## src/rtl/mainfsm.sv

```systemverilog
// Main decoder FSM for the multicycle MIPS core: sequences fetch, decode and
// the per-instruction execute/writeback steps of the shared datapath.
module mainfsm (
    input  logic       clk,
    input  logic       reset,
    input  logic [5:0] op,
    input  logic       zero,
    output logic       memwrite,
    output logic       lord,
    output logic       irwrite,
    output logic       regdst,
    output logic       memtoreg,
    output logic       regwrite,
    output logic       alusrca,
    output logic [1:0] alusrcb,
    output logic [1:0] aluop,
    output logic [1:0] pcsrc,
    output logic       branch,
    output logic       pcwrite,
    output logic       pcen,
    output logic [3:0] state
);

    typedef enum logic [3:0] {
        FETCH   = 4'd0,
        DECODE  = 4'd1,
        MEMADR  = 4'd2,
        MEMRD   = 4'd3,
        MEMWB   = 4'd4,
        MEMWR   = 4'd5,
        RTYPEEX = 4'd6,
        RTYPEWB = 4'd7,
        BEQEX   = 4'd8,
        ADDIEX  = 4'd9,
        ADDIWB  = 4'd10,
        JEX     = 4'd11
    } state_t;

    typedef struct packed {
        logic       memwrite;
        logic       lord;
        logic       irwrite;
        logic       regdst;
        logic       memtoreg;
        logic       regwrite;
        logic       alusrca;
        logic [1:0] alusrcb;
        logic [1:0] aluop;
        logic [1:0] pcsrc;
        logic       branch;
        logic       pcwrite;
    } ctrl_t;

    localparam logic [5:0] OP_LW    = 6'b100011;
    localparam logic [5:0] OP_SW    = 6'b101011;
    localparam logic [5:0] OP_RTYPE = 6'b000000;
    localparam logic [5:0] OP_BEQ   = 6'b000100;
    localparam logic [5:0] OP_ADDI  = 6'b001000;
    localparam logic [5:0] OP_J     = 6'b000010;

    state_t state_r;
    state_t next_state_s;
    ctrl_t  ctrl_r;

    // Moore output table; the register below loads the entry for the state
    // being entered so outputs stay a pure function of the current state.
    function automatic ctrl_t ctrl_for(input state_t s);
        ctrl_t c;
        c = '0;
        case (s)
            FETCH: begin
                c.alusrcb = 2'b01;
                c.irwrite = 1'b1;
                c.pcwrite = 1'b1;
            end
            DECODE:  c.alusrcb = 2'b11;
            MEMADR: begin
                c.alusrca = 1'b1;
                c.alusrcb = 2'b10;
            end
            MEMRD:   c.lord = 1'b1;
            MEMWB: begin
                c.memtoreg = 1'b1;
                c.regwrite = 1'b1;
            end
            MEMWR: begin
                c.lord     = 1'b1;
                c.memwrite = 1'b1;
            end
            RTYPEEX: begin
                c.alusrca = 1'b1;
                c.aluop   = 2'b10;
            end
            RTYPEWB: begin
                c.regdst   = 1'b1;
                c.regwrite = 1'b1;
            end
            BEQEX: begin
                c.alusrca = 1'b1;
                c.aluop   = 2'b01;
                c.pcsrc   = 2'b01;
                c.branch  = 1'b1;
            end
            ADDIEX: begin
                c.alusrca = 1'b1;
                c.alusrcb = 2'b10;
            end
            ADDIWB:  c.regwrite = 1'b1;
            JEX: begin
                c.pcsrc   = 2'b10;
                c.pcwrite = 1'b1;
            end
            default: c = '0;
        endcase
        return c;
    endfunction

    // Next-state logic; unknown opcodes and illegal codes fall back to FETCH.
    always_comb begin
        next_state_s = FETCH;
        case (state_r)
            FETCH:  next_state_s = DECODE;
            DECODE: begin
                case (op)
                    OP_LW, OP_SW: next_state_s = MEMADR;
                    OP_RTYPE:     next_state_s = RTYPEEX;
                    OP_BEQ:       next_state_s = BEQEX;
                    OP_ADDI:      next_state_s = ADDIEX;
                    OP_J:         next_state_s = JEX;
                    default:      next_state_s = FETCH;
                endcase
            end
            MEMADR: begin
                if (op == OP_LW) begin
                    next_state_s = MEMRD;
                end else if (op == OP_SW) begin
                    next_state_s = MEMWR;
                end else begin
                    next_state_s = FETCH;
                end
            end
            MEMRD:   next_state_s = MEMWB;
            RTYPEEX: next_state_s = RTYPEWB;
            ADDIEX:  next_state_s = ADDIWB;
            default: next_state_s = FETCH;
        endcase
    end

    // State and control registers; reset lands directly on the FETCH outputs.
    always_ff @(posedge clk or posedge reset) begin
        if (reset) begin
            state_r <= FETCH;
            ctrl_r  <= ctrl_for(FETCH);
        end else begin
            state_r <= next_state_s;
            ctrl_r  <= ctrl_for(next_state_s);
        end
    end

    assign memwrite = ctrl_r.memwrite;
    assign lord     = ctrl_r.lord;
    assign irwrite  = ctrl_r.irwrite;
    assign regdst   = ctrl_r.regdst;
    assign memtoreg = ctrl_r.memtoreg;
    assign regwrite = ctrl_r.regwrite;
    assign alusrca  = ctrl_r.alusrca;
    assign alusrcb  = ctrl_r.alusrcb;
    assign aluop    = ctrl_r.aluop;
    assign pcsrc    = ctrl_r.pcsrc;
    assign branch   = ctrl_r.branch;
    assign pcwrite  = ctrl_r.pcwrite;
    // The branch decision is the only place zero reaches an output.
    assign pcen     = ctrl_r.pcwrite | (ctrl_r.branch & zero);
    assign state    = state_r;

endmodule

```

## config.mk

```make
export PLATFORM = sky130hd
export DESIGN_NAME = mainfsm
export DESIGN_NICKNAME = d
export VERILOG_FILES = /design/src/rtl/mainfsm.sv
export SDC_FILE = /design/constraint.sdc
export NUM_CORES = 1
export LEC_CHECK = 0
export ABC_AREA = 1
export CAP_MARGIN = 20
export CORE_ASPECT_RATIO = 0.75
export CORE_MARGIN = 3
export CORE_UTILIZATION = 40
export CTS_CLUSTER_DIAMETER = 30
export CTS_CLUSTER_SIZE = 40
export DETAILED_ROUTE_END_ITERATION = 8
export GPL_TIMING_DRIVEN = 0
export PLACE_DENSITY = 0.74
export SLEW_MARGIN = 20
export SYNTH_ARGS = -nofsm -noshare
export SYNTH_HDL_FRONTEND = slang
export SYNTH_SLANG_ARGS = --single-unit
export TNS_END_PERCENT = 50
```

## constraint.sdc

```tcl
create_clock -name clk -period 1.3 [get_ports clk]
set_clock_uncertainty 0.15 [all_clocks]
set_input_delay 0.195 -clock clk [delete_from_list [all_inputs] [get_ports clk]]
set_output_delay 0.195 -clock clk [all_outputs]
set_load 0.1 [all_outputs]
```

==> results.py <==
metrics = {
    "synth": {
        "synth-main-ff-cell": "dfrtp_1",
        "synth_most_common_cell": "inv_1",
        "synthCells": 109,
        "yosys_warnings": 0,
        "synthDistinctLibCells": 15,
        "netlist.area_leader.share": 0.4280,
        "ys_top_cells_by_area": "dfrtp_1 43%, nand3_1 10%, dfstp_2 9.0%",
        "syn_area_um2": 877.1,
        "synth_top_area_cell": "dfrtp_1",
        "seq_area_frac_synth": 0.5178,
        "async_flop_share": 1.000,
        "synth_seq_cells": 18,
        "synthTopCellsByCount": "21 x inv_1, 18 x nand3_1, 15 x dfrtp_1",
        "avgSynthCellArea_um2": 8.047,
        "synth_edf_count": 0,
        "syn_nets": 118,
    },
    "outcome": {
        "status": "finished, violations left",
        "violations": "negative setup slack",
    },
    "clock_tree": {
        "clk-insertion-delay-late_ps": 300,
        "cts_made_buffers": 3,
        "path_clk_slew_ps": 110,
        "cts_tree": "built",
        "cts_max_level": 1,
        "clkSinkCount": 18,
        "clock-root-buffer": "clkbuf_4",
        "cts_buffer_depth": 2,
    },
    "floorplanning": {
        "die_y_um": 46.56,
        "initial_utilization": 0.4280,
        "num_rows": 14,
        "core_um2": 2049,
        "die-area_um2": 2797,
        "io_pins": 29,
        "die_w_um": 60.07,
    },
    "setup_path": {
        "cp-end-kind": "flop",
        "startpoint": "state[3]",
        "r2r_slack_ps": -280,
        "crit_required_ps": 1330,
        "timing.rr.end": "alusrcb[1]",
        "cp-endpoint": "alusrcb[1]",
        "cp-start-kind": "flop",
        "critPathKind": "reg -> reg",
        "crit_fanout": 4,
        "reg2regPathDepth": 10,
        "r2r-start": "state[3]",
        "cp.arrival_ps": 1610,
    },
    "pwr": {
        "swShare": 0.5202,
        "power_mw": 3.394,
        "power.share.sequential": 0.247,
        "p_int_mw": 1.628,
        "p_comb_frac": 0.666,
        "p_sw_mw": 1.766,
        "clkPwrFrac": 0.087,
        "power_density_nw_per_um2": 2138,
        "leakage_nw": 0.8206,
        "ir_drop_v": 0.002313,
    },
    "placed_design": {
        "post_dp_cell_area_um2": 1254,
        "numPortBuffers": 28,
        "dp_hpwl_mm": 1.642,
        "place_ws_ps": -940.3,
        "place_congestion": 0.8287,
        "numPlacedInstances": 161,
    },
    "route": {
        "postRouteWirelength_mm": 2.426,
        "vias": 857,
        "post-route-drc-count": 0,
        "drt_pass1_iterations": 4,
        "drt-vias-per-instance": 4.788,
        "antenna_left": 0,
        "drt_iter0_markers": 39,
        "wl_per_cell_um": 13.55,
    },
    "sta": {
        "hold_viol": 0,
        "holdWs_ps": 128.0,
        "setup_violations": 22,
        "worst_slack_ps": -282.3,
        "rsz0062_at_grt": "true",
        "min_period_ps": 1582,
        "worst_pin_slew_ps": 662.1,
        "min_period_over_period": 1.217,
        "clock.fmax_mhz": 632.0,
        "slew_headroom": 0.5581,
        "setup-tns-final_ps": -3534,
        "drv_slew": 0,
    },
    "global_routing": {
        "grt_pass1_wl_mm": 3.615,
        "overflow": 0,
        "grt_max_degree": 19,
        "antenna_found_initial": 0,
        "grt.total_usage": 0.1820,
        "grt_pass1_vias": 776,
    },
    "layout": {
        "final_util": 0.7747,
        "syn_to_final_growth_pct": 81.03,
        "fin_nets": 165,
        "diodes": 0,
        "drive_above_1_share": 0.5935,
        "post-route-cell-area_um2": 1588,
        "fin_cells": 179,
    },
    "job": {
        "drv_cap": 0,
    },
    "hold_path": {
        "hp-class": "in -> async",
    },
}
layout by cell type (no fill, tap or decap), types with 9 or more instances in the layout:
| cell type | count |
|---|---|
| inv_1 | 17 |
| buf_4 | 17 |
| nand3_1 | 12 |
| dfrtp_1 | 10 |
| nand2_2 | 9 |
| buf_12 | 9 |
cells by family after synthesis:
family / count (synthesis) / share of synthesized area
flops: 18 / 0.5178
buf+inv: 26 / 0.1156
simple gates: 62 / 0.3424
compound gates: 3 / 0.02425
worst min-delay path by stage:
stage	from	to	slack, ps	depth (start not counted)
floorplan	reset	aluop[1]	-20	1
global placement	reset	regwrite	460	2
detailed placement	reset	regwrite	470	2
CTS	reset	aluop[1]	140	2
global route	reset	aluop[1]	170	2
finish	reset	aluop[1]	130	2
power groups by stage:
stage               Combinational [mW]  Sequential [mW]  Clock [mW]
floorplan                        0.527             1.61           0
global placement                  1.68            0.797           0
detailed placement                1.69            0.800           0
CTS                               2.07            0.820       0.296
global route                      2.35            0.851       0.324
finish                            2.26            0.837       0.297
layout make-up:
cell class	instances	area (um^2)
Clock buffer	4	26.28
Multi-Input combinational cell	65	461.7
Fill cell	124	461.7
Sequential cell	18	470.5
Inverter	25	106.4
Tap cell	24	30.03
Timing Repair Buffer	42	481.7
Buffer	1	11.26
critical path, stage by stage, from the launching register on:
cell	delay, ps
dfrtp_4	530
inv_4	90
nand2_4	70
inv_2	60
nand2_2	60
nor2_4	140
nor2_4	60
nand2_4	90
nor2_2	50
nand2_2	70
nand3_1	80
flip-flops by register name, summed over array words and instances, names as in the netlist:
signal	flops
branch	1
regdst	1
alusrca	1
lord	1
aluop	1
irwrite	1
state	4
pcwrite	1
memwrite	1
regwrite	1
alusrcb	2
pcsrc	2
memtoreg	1
routing by layer:
metal  track usage  up-vias  routed length [um]
met5             0        -                   0
met4       0.06195        0                  32
met3       0.06443        4                 162
met2        0.2974       30                1222
met1        0.2239      402                1008
li1              -      421                   -
timing repair:
item	4_1_cts	5_1_grt
pin swaps	8	12
hold buffers	0	0
gates resized for setup	159	28
setup endpoints to repair	32	28
buffers inserted	6	8
Power figures use the tool's default switching activity.
